File: config.mk
export PLATFORM = sky130hd
export DESIGN_NAME = digit_scan_ctrl
export DESIGN_NICKNAME = d
export VERILOG_FILES = /design/src/rtl/digit_scan_pkg.sv /design/src/rtl/digit_scan_ctrl_next_sel.sv /design/src/rtl/digit_scan_ctrl.sv
export SDC_FILE = /design/constraint.sdc
export NUM_CORES = 1
export LEC_CHECK = 0
export CORE_ASPECT_RATIO = 0.8
export CORE_MARGIN = 5
export CORE_UTILIZATION = 40
export CTS_CLUSTER_DIAMETER = 100
export DETAILED_ROUTE_END_ITERATION = 10
export GPL_ROUTABILITY_DRIVEN = 1
export SLEW_MARGIN = 25
export SYNTH_ARGS = -nofsm -noshare
export SYNTH_HDL_FRONTEND = slang
export SYNTH_SLANG_ARGS = --single-unit
File: constraint.sdc
create_clock -name clk -period 2.1 [get_ports clk]
set_input_delay 0.315 -clock clk [delete_from_list [all_inputs] [get_ports clk]]
set_output_delay 0.315 -clock clk [all_outputs]
set_load 0.02 [all_outputs]
File: src/rtl/digit_scan_pkg.sv
// digit_scan_pkg: shared state encoding and select geometry for the digit scanner
package digit_scan_pkg;
  typedef enum logic [1:0] {IDLE, BLANK, ACTIVE} state_t;
  localparam int SEL_W = 2;
  localparam int NUM_IDX = 4;
endpackage

File: src/rtl/digit_scan_ctrl_next_sel.sv
// scan_next_sel: circular lowest-set-bit search starting just above cur
module scan_next_sel
  import digit_scan_pkg::*;
(
  input  logic [SEL_W-1:0]   cur,
  input  logic [NUM_IDX-1:0] mask,
  output logic [SEL_W-1:0]   nxt,
  output logic               wrap,
  output logic               any
);
  always_comb begin
    nxt = cur;
    for (int k = NUM_IDX; k >= 1; k--)
      if (mask[cur + SEL_W'(k)]) nxt = cur + SEL_W'(k);
    any = |mask;
    wrap = any && (nxt <= cur);
  end
endmodule

File: src/rtl/digit_scan_ctrl.sv
// digit_scan_ctrl: round-robin decoder select sequencer with dwell, blanking and frame pulse
module digit_scan_ctrl
  import digit_scan_pkg::*;
#(
  parameter int DWELL_W   = 16,
  parameter int BLANK_CYC = 2
) (
  input  logic               clk,
  input  logic               rst,
  input  logic               run,
  input  logic [DWELL_W-1:0] dwell,
  input  logic [NUM_IDX-1:0] mask,
  output logic               a0,
  output logic               a1,
  output logic               en,
  output logic               frame_done
);
  localparam int BW = (BLANK_CYC < 1) ? 1 : $clog2(BLANK_CYC + 1);
  localparam logic [BW-1:0] BLOAD = BW'((BLANK_CYC > 0) ? BLANK_CYC - 1 : 0);
  state_t             r_state;
  logic [SEL_W-1:0]   r_sel;
  logic               r_en;
  logic               r_fd;
  logic [DWELL_W-1:0] r_dwell;
  logic [BW-1:0]      r_blank;
  logic [SEL_W-1:0]   w_nxt;
  logic               w_wrap;
  logic               w_any;
  logic [SEL_W-1:0]   w_cur;
  logic [DWELL_W-1:0] w_dload;
  // forcing cur to the top index makes the IDLE search start at index 0
  assign w_cur   = (r_state == IDLE) ? SEL_W'(NUM_IDX - 1) : r_sel;
  assign w_dload = (dwell == '0) ? '0 : dwell - DWELL_W'(1);
  scan_next_sel u_next (
    .cur  (w_cur),
    .mask (mask),
    .nxt  (w_nxt),
    .wrap (w_wrap),
    .any  (w_any)
  );
  always_ff @(posedge clk) begin
    if (rst) begin
      r_state <= IDLE;
      r_sel   <= '0;
      r_en    <= 1'b0;
      r_fd    <= 1'b0;
      r_dwell <= '0;
      r_blank <= '0;
    end else begin
      r_fd <= 1'b0;
      case (r_state)
        IDLE: if (run && w_any) begin
          r_sel <= w_nxt;
          if (BLANK_CYC == 0) begin
            r_state <= ACTIVE;
            r_en    <= 1'b1;
            r_dwell <= w_dload;
          end else begin
            r_state <= BLANK;
            r_blank <= BLOAD;
          end
        end
        BLANK: if (r_blank == '0) begin
          r_state <= ACTIVE;
          r_en    <= 1'b1;
          r_dwell <= w_dload;
        end else r_blank <= r_blank - BW'(1);
        ACTIVE: if (r_dwell != '0) r_dwell <= r_dwell - DWELL_W'(1);
        else if (!run || !w_any) begin
          r_state <= IDLE;
          r_en    <= 1'b0;
        end else begin
          r_sel <= w_nxt;
          r_fd  <= w_wrap;
          if (BLANK_CYC == 0) r_dwell <= w_dload;
          else begin
            r_state <= BLANK;
            r_en    <= 1'b0;
            r_blank <= BLOAD;
          end
        end
        default: r_state <= IDLE;
      endcase
    end
  end
  assign {a1, a0}   = r_sel;
  assign en         = r_en;
  assign frame_done = r_fd;
endmodule
==> impl_metrics.py <==
metrics = {
    "run_status": {
        "status": "complete, no violations",
    },
    "layout": {
        "final_area_um2": 2580,
        "syn_to_final_growth_pct": 40.0,
        "final_nets": 353,
        "num_antenna_cells": 0,
        "fin_cells": 382,
        "drive_gt1_share_pct": 22.0,
    },
    "floorplanning": {
        "initial_core_util_pct": 40.9,
        "die_w_um": 85.9,
        "pin_count": 27,
        "dieArea_um2": 6080,
        "fp.dieH_um": 70.7,
        "rows": 22,
        "coreArea_um2": 4510,
    },
    "worst_setup_path": {
        "crit_arrival_ns": 2.17,
        "path_class": "reg2reg",
        "max_stage_delay_ns": 0.39,
        "crit_path_start_kind": "flip-flop",
        "path_cells": "buf_4 -> or3_1 -> buf_4 -> nor4_1 -> nand4_1 -> o211ai_1 -> a22oi_1 -> nor2_1",
        "crit_buf_inv": 2,
        "critPathSlowestCell": "or3_1",
        "cp_top_family": "simple AND/OR/NAND/NOR gates",
        "crit_top_cell": "buf_4",
        "cp-end-kind": "flip-flop",
        "cp_data_required_time_ns": 2.31,
        "crit_fanout": 6,
    },
    "clock_network": {
        "htree_levels": 1,
        "clockBufferDepth": 2,
        "cts_root_buf": "clkbuf_8",
        "cts_made_buffers": 3,
        "cts.sink_count": 24,
        "insertion_delay_ns": 0.27,
        "cts_tree": "built",
        "post-cts-setup-buffers": 0,
        "cts.clk_slew.worst_paths_ns": 0.08,
    },
    "yosys": {
        "yosys.area.top_type": "dfxtp_1",
        "synth_edf_count": 0,
        "yosysTopAreaCellShare_pct": 26.1,
        "async_flop_share_pct": 0,
        "synth.distinct_cells": 49,
        "ys_seq_area_share_pct": 26.1,
        "ys_warn_count": 0,
        "synth_most_common_cell": "nor2_1",
        "avgSynthCellArea_um2": 7.32,
        "ys_ff_latch": 24,
        "syn_inst": 252,
        "synth_area_leaders": "dfxtp_1 (26%), nor2_1 (6.7%), o21ai_0 (5.4%)",
        "synthTopCellsByCount": "nor2_1 (33), dfxtp_1 (24), nand2_1 (20), o21ai_0 (20), nor3_1 (15)",
        "mappedNetlistNets": 281,
        "synth_area_um2": 1840,
        "synth_flop_cell": "dfxtp_1",
    },
    "grt": {
        "grt_max_degree": 26,
        "grtUsageTotal_pct": 17.2,
        "grtUsageMet2_pct": 24.7,
        "met3_usage_pct": 3.14,
        "grt_util_met1_pct": 27.2,
        "grt_pass1_wl_mm": 8.77,
        "antenna_found_initial": 0,
        "top_usage_layer": "met1",
        "grt.overflow.total": 0,
        "grt_pass1_vias": 1850,
    },
    "pwr": {
        "powerDensity_nw_per_um2": 715,
        "vdd_drop_max_mv": 0.469,
        "total_power_w": 0.00185,
        "total_leakage_power_nw": 1.01,
    },
    "drt": {
        "drc_errors": 0,
        "vias": 2058,
        "routed_wl_mm": 5.20,
        "drtIter0Drc": 139,
        "drtPass1Iterations": 4,
        "wl_per_cell_um": 13.6,
        "ant_nets": 0,
        "viasPerCell": 5.39,
    },
    "timing": {
        "setup_viol": 0,
        "hold_viol": 0,
        "worst_slew_pin_slew_ns": 0.601,
        "max_freq_mhz": 508,
        "fin_worst_skew_ns": 0.00272,
        "setup_slack_ns": 0.133,
        "finalCritPeriodShare_pct": 93.7,
        "rsz0062_at_grt": "no",
        "relSlewSlack_pct": 59.8,
        "period_needed_ns": 1.97,
        "drv_slew": 0,
    },
    "place": {
        "dp_hpwl_mm": 4.09,
        "placed_cells": 379,
        "io_buffers": 26,
        "gp_congestion": 0.930,
        "placed_area_um2": 2520,
        "pre_cts_ws_ns": -0.159,
    },
    "run": {
        "drv_cap": 0,
    },
    "hold_path": {
        "min_path_type": "reg2reg",
    },
}
power by group:
part / total [W] / switching, W / internal (W)
clock: 0.000273 / 0.000145 / 0.000128
combinational: 0.000983 / 0.000516 / 0.000467
sequential: 0.000591 / 0.0000750 / 0.000516
total: 0.00185 / 0.000735 / 0.00111
placed cells by master, fill, tap and decap left out, types with 6 or more instances in the layout:
cell type	instances
a21oi_1	14
o21ai_0	19
xor2_1	7
nand2_1	20
ha_1	6
o22ai_1	10
dfxtp_1	23
inv_1	11
nor3_1	15
buf_4	51
nor2_1	32
nor4_1	10
clkdlybuf4s50_1	26
nor2b_1	7
logic make-up (layout without fill, tap and decap cells):
kind of cell / after synthesis / count (layout) / share of synthesized area [%]
AOI/OAI and AO/OA: 72 / 72 / 25.1
xor gates and xnor gates: 12 / 12 / 5.70
adders and majority gates: 6 / 6 / 4.07
buffers and inverters: 22 / 92 / 5.56
DFF: 24 / 24 / 26.1
muxes: 3 / 3 / 1.63
and+or+nand+nor: 113 / 113 / 31.9
timing repair:
item / in CTS / in global routing
gates resized for setup: 0 / 6
endpoints found under the hold margin: 0 / 0
hold buffers: 0 / 0
setup endpoints to repair: 0 / 11
cell type report:
type,instances,area (um2)
inverters,11,41.3
repair buffers,78,663
well taps,60,75.1
multi-input cells,206,1280
clock buffers,3,41.3
fillers,449,1930
flip-flops and latches,24,482
layer usage:
layer | up-vias | wire length, um
met1 | 926 | 2710
met4 | 0 | 21
met5 | - | 0
met3 | 4 | 258
li1 | 1081 | -
met2 | 47 | 2200
flip-flops by register name, indices dropped and copies added, names as in the netlist:
name        cells
en              1
r_blank         2
r_dwell        16
r_sel           2
r_state         2
frame_done      1
final timing paths:
kind	start	end	slack, ns	cells after the start
max	r_dwell[7]	r_dwell[15]	0.13	8
min	r_blank[0]	r_blank[0]	0.48	1
max reg2reg	r_dwell[7]	r_dwell[15]	0.13	8
min reg2reg	r_blank[0]	r_blank[0]	0.48	1
stage by stage:
step / hold slack, ns / setup TNS [ns] / util, %
2_1_floorplan: 0.391 / 0 / -
3_5_place_dp: 0.459 / -0.986 / 55.8
5_1_grt: 0.524 / 0 / 57.2
3_3_place_gp: 0.454 / -1.15 / 55.8
6_report: 0.475 / 0 / 57.2
4_1_cts: 0.479 / 0 / 56.8
(Power assumes the default switching activity.)
